`config.mk`:
```
export PLATFORM = sky130hd
export DESIGN_NAME = fetch_queue
export DESIGN_NICKNAME = d
export VERILOG_FILES = /design/src/rtl/fetch_queue.sv
export SDC_FILE = /design/constraint.sdc
export NUM_CORES = 1
export LEC_CHECK = 0
export BUFFER_PORTS_ARGS = -buffer_cell sky130_fd_sc_hd__buf_2
export CAP_MARGIN = 20
export CORE_ASPECT_RATIO = 1.25
export CORE_MARGIN = 5
export CORE_UTILIZATION = 45
export DETAILED_ROUTE_END_ITERATION = 6
export PLACE_DENSITY = 0.76
export SLEW_MARGIN = 20
export SYNTH_ARGS = -nofsm -noshare
export SYNTH_HDL_FRONTEND = slang
export SYNTH_SLANG_ARGS = --single-unit
```
`constraint.sdc`:
```
create_clock -name clk -period 5.8 [get_ports clk]
set_clock_uncertainty 0.15 [all_clocks]
set_input_delay 0.29 -clock clk [delete_from_list [all_inputs] [get_ports clk]]
set_output_delay 0.29 -clock clk [all_outputs]
set_load 0.05 [all_outputs]
```
`src/rtl/fetch_queue.sv`:
```
// fetch_queue: instruction-fetch front end. Owns the architectural fetch PC,
// issues in-order requests to instruction memory under a credit limit, buffers
// the returned words in a DEPTH-entry FIFO and presents the head entry to the
// fetch pipe register. A redirect flushes the FIFO and drops every response
// still in flight.
module fetch_queue #(
   parameter int                  BITWIDTH = 32,
   parameter int                  DEPTH    = 4,
   parameter logic [BITWIDTH-1:0] RESET_PC = '0,
   parameter logic [BITWIDTH-1:0] NOP      = BITWIDTH'(32'h0000_0013),
   localparam int                 CW       = $clog2(DEPTH + 1)
) (
   input  logic                clk,
   input  logic                rst,
   input  logic                en,
   input  logic                stall,
   input  logic                redirect,
   input  logic [BITWIDTH-1:0] redirect_pc,
   output logic                imem_req_valid,
   input  logic                imem_req_ready,
   output logic [BITWIDTH-1:0] imem_req_addr,
   input  logic                imem_resp_valid,
   input  logic [BITWIDTH-1:0] imem_resp_data,
   output logic [BITWIDTH-1:0] InstrF,
   output logic [BITWIDTH-1:0] PCF,
   output logic [BITWIDTH-1:0] PCPlus4F,
   output logic                instr_valid,
   output logic [CW-1:0]       occupancy
);

   localparam int                  PW        = $clog2(DEPTH);
   localparam logic [CW:0]         DEPTH_LIM = (CW + 1)'(DEPTH);
   localparam logic [CW-1:0]       DEPTH_CNT = CW'(DEPTH);
   localparam logic [BITWIDTH-1:0] PC_STEP   = BITWIDTH'(4);

   // Architectural and bookkeeping state
   logic [BITWIDTH-1:0] fetch_pc_q, fetch_pc_d;
   logic [BITWIDTH-1:0] resp_pc_q, resp_pc_d;
   logic [BITWIDTH-1:0] last_pc_q, last_pc_d;
   logic [CW-1:0]       count_q, count_d;
   logic [CW-1:0]       outstanding_q, outstanding_d;
   logic [CW-1:0]       discard_q, discard_d;
   logic [PW-1:0]       rd_ptr_q, rd_ptr_d;
   logic [PW-1:0]       wr_ptr_q, wr_ptr_d;

   // FIFO storage: instruction word and the PC it was fetched from
   logic [BITWIDTH-1:0] instr_mem_q [DEPTH];
   logic [BITWIDTH-1:0] pc_mem_q    [DEPTH];

   logic credit_ok;
   logic req_accept;
   logic resp_drop;
   logic push;
   logic pop;
   logic head_valid;

   // Credits cover both buffered entries and requests still in flight, so a
   // response can never find the FIFO full.
   assign credit_ok      = ({1'b0, count_q} + {1'b0, outstanding_q}) < DEPTH_LIM;
   assign imem_req_valid = ~rst & en & ~redirect & credit_ok;
   assign imem_req_addr  = fetch_pc_q;
   assign req_accept     = imem_req_valid & imem_req_ready;

   // Responses cannot be back-pressured: they are captured regardless of en.
   assign resp_drop  = imem_resp_valid & (discard_q != '0);
   assign push       = imem_resp_valid & (discard_q == '0) & ~redirect;
   assign head_valid = (count_q != '0);
   assign pop        = head_valid & en & ~stall & ~redirect;

   // Head of the FIFO drives the fetch stage; an empty queue shows a bubble
   // while PCF keeps the last PC handed downstream.
   assign instr_valid = head_valid;
   assign InstrF      = head_valid ? instr_mem_q[rd_ptr_q] : NOP;
   assign PCF         = head_valid ? pc_mem_q[rd_ptr_q] : last_pc_q;
   assign PCPlus4F    = PCF + PC_STEP;
   assign occupancy   = count_q;

   // Next-state for PCs, counters and pointers; redirect overrides everything
   always_comb begin
      // NOTE: every _d takes its _q value first so no path through this block infers a latch.
      fetch_pc_d    = fetch_pc_q;
      resp_pc_d     = resp_pc_q;
      last_pc_d     = last_pc_q;
      count_d       = count_q;
      outstanding_d = outstanding_q;
      discard_d     = discard_q;
      rd_ptr_d      = rd_ptr_q;
      wr_ptr_d      = wr_ptr_q;

      if (redirect) begin
         fetch_pc_d    = redirect_pc;
         resp_pc_d     = redirect_pc;
         count_d       = '0;
         rd_ptr_d      = '0;
         wr_ptr_d      = '0;
         // No request is accepted in a redirect cycle, so whatever remains in
         // flight after this edge belongs to the old path and is dropped.
         outstanding_d = outstanding_q - CW'(imem_resp_valid);
         discard_d     = outstanding_q - CW'(imem_resp_valid);
      end else begin
         if (req_accept) begin
            fetch_pc_d = fetch_pc_q + PC_STEP;
         end
         outstanding_d = outstanding_q + CW'(req_accept) - CW'(imem_resp_valid);
         if (resp_drop) begin
            discard_d = discard_q - CW'(1);
         end
         if (push) begin
            resp_pc_d = resp_pc_q + PC_STEP;
            wr_ptr_d  = wr_ptr_q + PW'(1);
         end
         if (pop) begin
            rd_ptr_d = rd_ptr_q + PW'(1);
         end
         count_d = count_q + CW'(push) - CW'(pop);
      end

      if (pop) begin
         last_pc_d = pc_mem_q[rd_ptr_q];
      end
   end

   // State register with asynchronous reset
   always_ff @(posedge clk or posedge rst) begin
      // NOTE: sequential state uses non-blocking assignments so every register samples pre-edge values.
      if (rst) begin
         fetch_pc_q    <= RESET_PC;
         resp_pc_q     <= RESET_PC;
         last_pc_q     <= '0;
         count_q       <= '0;
         outstanding_q <= '0;
         discard_q     <= '0;
         rd_ptr_q      <= '0;
         wr_ptr_q      <= '0;
      end else begin
         fetch_pc_q    <= fetch_pc_d;
         resp_pc_q     <= resp_pc_d;
         last_pc_q     <= last_pc_d;
         count_q       <= count_d;
         outstanding_q <= outstanding_d;
         discard_q     <= discard_d;
         rd_ptr_q      <= rd_ptr_d;
         wr_ptr_q      <= wr_ptr_d;
      end
   end

   // FIFO write port
   always_ff @(posedge clk) begin
      // NOTE: storage is not reset; an entry is only read after count_q marks it written.
      if (push) begin
         instr_mem_q[wr_ptr_q] <= imem_resp_data;
         pc_mem_q[wr_ptr_q]    <= resp_pc_q;
      end
   end

`ifndef SYNTHESIS
   // A response into a full FIFO means the credit accounting is broken
   always_ff @(posedge clk) begin
      if (!rst) begin
         assert (!(push && (count_q == DEPTH_CNT)))
            else $error("fetch_queue: response pushed into a full FIFO");
      end
   end
`endif

endmodule

```
==> flow_summary.toml <==
[run_status]
status = "complete, no violations"

[sta]
relSlewSlack = 0.302
timing.setup.tns_ps = 0
layout_setup_ws_ps = 1370
final_max_slew_viol_count = 0
clock.fmax_mhz = 226
rsz0062_at_grt = "no"
tightestPinTransition_ps = 1050
setup_viol = 0
period_share = 0.763
period_minus_slack_ps = 4430
hold_viol = 0
hold_ws_ps = 71.8

[synthesis]
synthCells = 1142
synth-simple-area-share = 0.113
synth_edf_count = 256
yosys_warnings = 0
ys_seq_area_frac = 0.646
synth_cell_type_count = 55
synth-adder-area-share = 0.0157
synthFlopType = "edfxtp_1"
synth_top_family_by_area = "multiplexers"
synth_mux_area_frac = 0.118
ys_ff_latch = 365
synth_xor_area_frac = 0.0364
synth_compound_area_frac = 0.0476
netlist_area_sq_mm = 0.0161
avgSynthCellArea_sq_um = 14.1
async_flop_share = 0.299
syn_nets = 1232

[power_and_ir_drop]
power_frac_seq = 0.366
power.density_mw_per_mm2 = 461
p_clk_frac = 0.266
pwr-share-comb = 0.368
p_int_uw = 5270
p_sw_frac = 0.412
p_sw_uw = 3690
leakage_uw = 0.00744
ir_drop_uv = 242

[floorplanning]
rows = 77
die_y_um = 222
coreArea_sq_mm = 0.0354
io_pins = 204
fp.dieArea_sq_mm = 0.0397
start_util = 0.456
dieWidth_um = 179

[clock_network]
cts_hold_buffers = 66
ctsResizeCount = 0
clk_pin_slew_ps = 60
clkSinkCount = 365
cts_setup_buffers = 0
cts_tree = "built"
clk_latency_ps = 520
cts_root_buf = "clkbuf_16"
cts_buffers = 38
ctsHtreeMaxLevel = 2
cts_buffer_depth = 3

[cells_and_area]
area_growth_syn_to_layout_pct = 20.6
drive_gt1_frac = 0.261
fin_area_sq_mm = 0.0194
final_core_util = 0.549
antenna_cells = 0
num-fill-cells = 2818
finalNetCount = 1494

[place]
pre_cts_slack_ps = 1930
numPortBuffers = 203
dpl.hpwl_um = 24000
dpl_cell_area_sq_mm = 0.0176
gp_congestion = 0.893

[global_routing]
grt_usage = 0.190
overflow = 0
grt_pass1_wl_um = 59100
antenna_found_initial = 0
grt_pass1_vias = 10689
grt_max_degree = 85

[setup_path]
start_kind = "flip-flop"
critPathCaptureType = "output pin"
reg2reg_slack_ps = 2060
crit_fanout = 44
r2r_cells = 12
crit_type = "reg2out"
worstPathRequired_ps = 5360
crit_arrival_ps = 3990

[drt]
first_pass_iters = 5
vias = 10539
finalWirelength_um = 37800
wl_per_cell_um = 19.9
antenna_left = 0
drc = 0
drtIter0Drc = 754
vias_per_cell = 5.53

[worst_hold_path]
hold_class = "in2reg"
worstHoldPathCells = 5

[job]
maxCapViolations = 0
## kinds of logic after synthesis
group / Yosys count
AND/OR/NAND/NOR: 378
flip-flops: 365
AO/OA/AOI/OAI: 124
multiplexers: 102
buffers and inverters: 87
XOR/XNOR: 67
adder cells (fa/ha/maj): 19
## per-layer routing
layer,GRT usage,routed length [um],up-vias
li1,-,-,4785
met1,0.258,15300,5218
met2,0.311,18400,458
met3,0.0324,2860,78
met5,0,0,-
met4,0.0676,1280,0
## state kept, by name, summed over array words and instances (netlist names)
| name | count |
|---|---|
| pc_mem_q | 128 |
| imem_req_addr | 32 |
| resp_pc_q | 32 |
| occupancy | 3 |
| discard_q | 3 |
| outstanding_q | 3 |
| wr_ptr_q | 2 |
| instr_mem_q | 128 |
| last_pc_q | 32 |
| rd_ptr_q | 2 |
## metrics by stage
step	instances	power [uW]
floorplan	1142	5780
global placement	1772	6560
detailed placement	1772	6600
CTS	1905	9020
global route	1905	9350
finish	1905	8960
## critical path, cell delays in order, from the launching register on
cell and delay (ps):
dfrtp_1 490, nor3_4 70, inv_2 550, buf_4 480
nand4_1 180, a22oi_1 420, o211ai_2 340, nor4b_1 470
xor2_1 170, buf_2 270
## cell usage in the layout, fill, tap and decap left out, drive strengths merged, types with 10 or more instances in the layout
cell / count
and3: 17
o211ai: 12
dlygate4sd3: 66
ha: 17
mux2: 35
mux4: 64
o21ai: 65
inv: 34
o311ai: 18
nand3: 52
nand2: 177
edfxtp: 256
and2: 40
nand4: 20
buf: 211
nor3: 13
clkbuf: 50
nor2: 28
xor2: 32
dfrtp: 109
a31oi: 13
clkinv: 10
xnor2: 35
## layout make-up
| type | instances | area [sq um] | share of cell area |
|---|---|---|---|
| well taps | 474 | 593 | 0.0305 |
| clock buffers | 50 | 1040 | 0.0534 |
| repair buffers | 277 | 1740 | 0.0894 |
| flip-flops and latches | 365 | 10400 | 0.536 |
| inverters | 32 | 123 | 0.00631 |
| clock inverters | 17 | 173 | 0.00889 |
| multi-input cells | 690 | 5340 | 0.275 |
## final timing paths
kind / from / end
max in group asynchronous: rst / rd_ptr_q[0]
worst min register to register: last_pc_q[21] / last_pc_q[21]
min in group asynchronous: rst / imem_req_addr[0]
worst min-delay path: imem_resp_valid / wr_ptr_q[1]
worst max register to register: occupancy[2] / outstanding_q[2]
worst max-delay path: occupancy[1] / PCPlus4F[28]
## power by group through the flow
stage	Clock [uW]	Sequential [uW]	Combinational, uW
after floorplan	0	3340	2440
after global placement	0	3310	3250
after detailed placement	0	3320	3280
after CTS	2430	3270	3320
after global routing	2550	3310	3490
final	2380	3280	3300
## cells in the mapped netlist, types with 5 or more instances
library cell | n | area [sq um]
mux4_1 | 10 | 263
nand4_1 | 20 | 125
xnor2_1 | 35 | 307
nor3_1 | 12 | 60.1
xor2_1 | 32 | 280
buf_1 | 6 | 22.5
clkbuf_1 | 33 | 124
nor2_1 | 28 | 105
buf_2 | 10 | 50.1
and2_1 | 38 | 238
nand3_1 | 52 | 260
dfrtp_1 | 109 | 2730
nor2b_1 | 5 | 31.3
edfxtp_1 | 256 | 7690
o311ai_0 | 18 | 158
and3_1 | 17 | 106
mux2_2 | 35 | 394
nand2_1 | 177 | 664
o21ai_0 | 65 | 325
a21oi_1 | 8 | 40.0
mux4_2 | 54 | 1220
a31oi_1 | 13 | 81.3
ha_1 | 17 | 213
o211ai_1 | 11 | 82.6
inv_1 | 29 | 109
No activity file was read; power rests on OpenSTA's default activity.
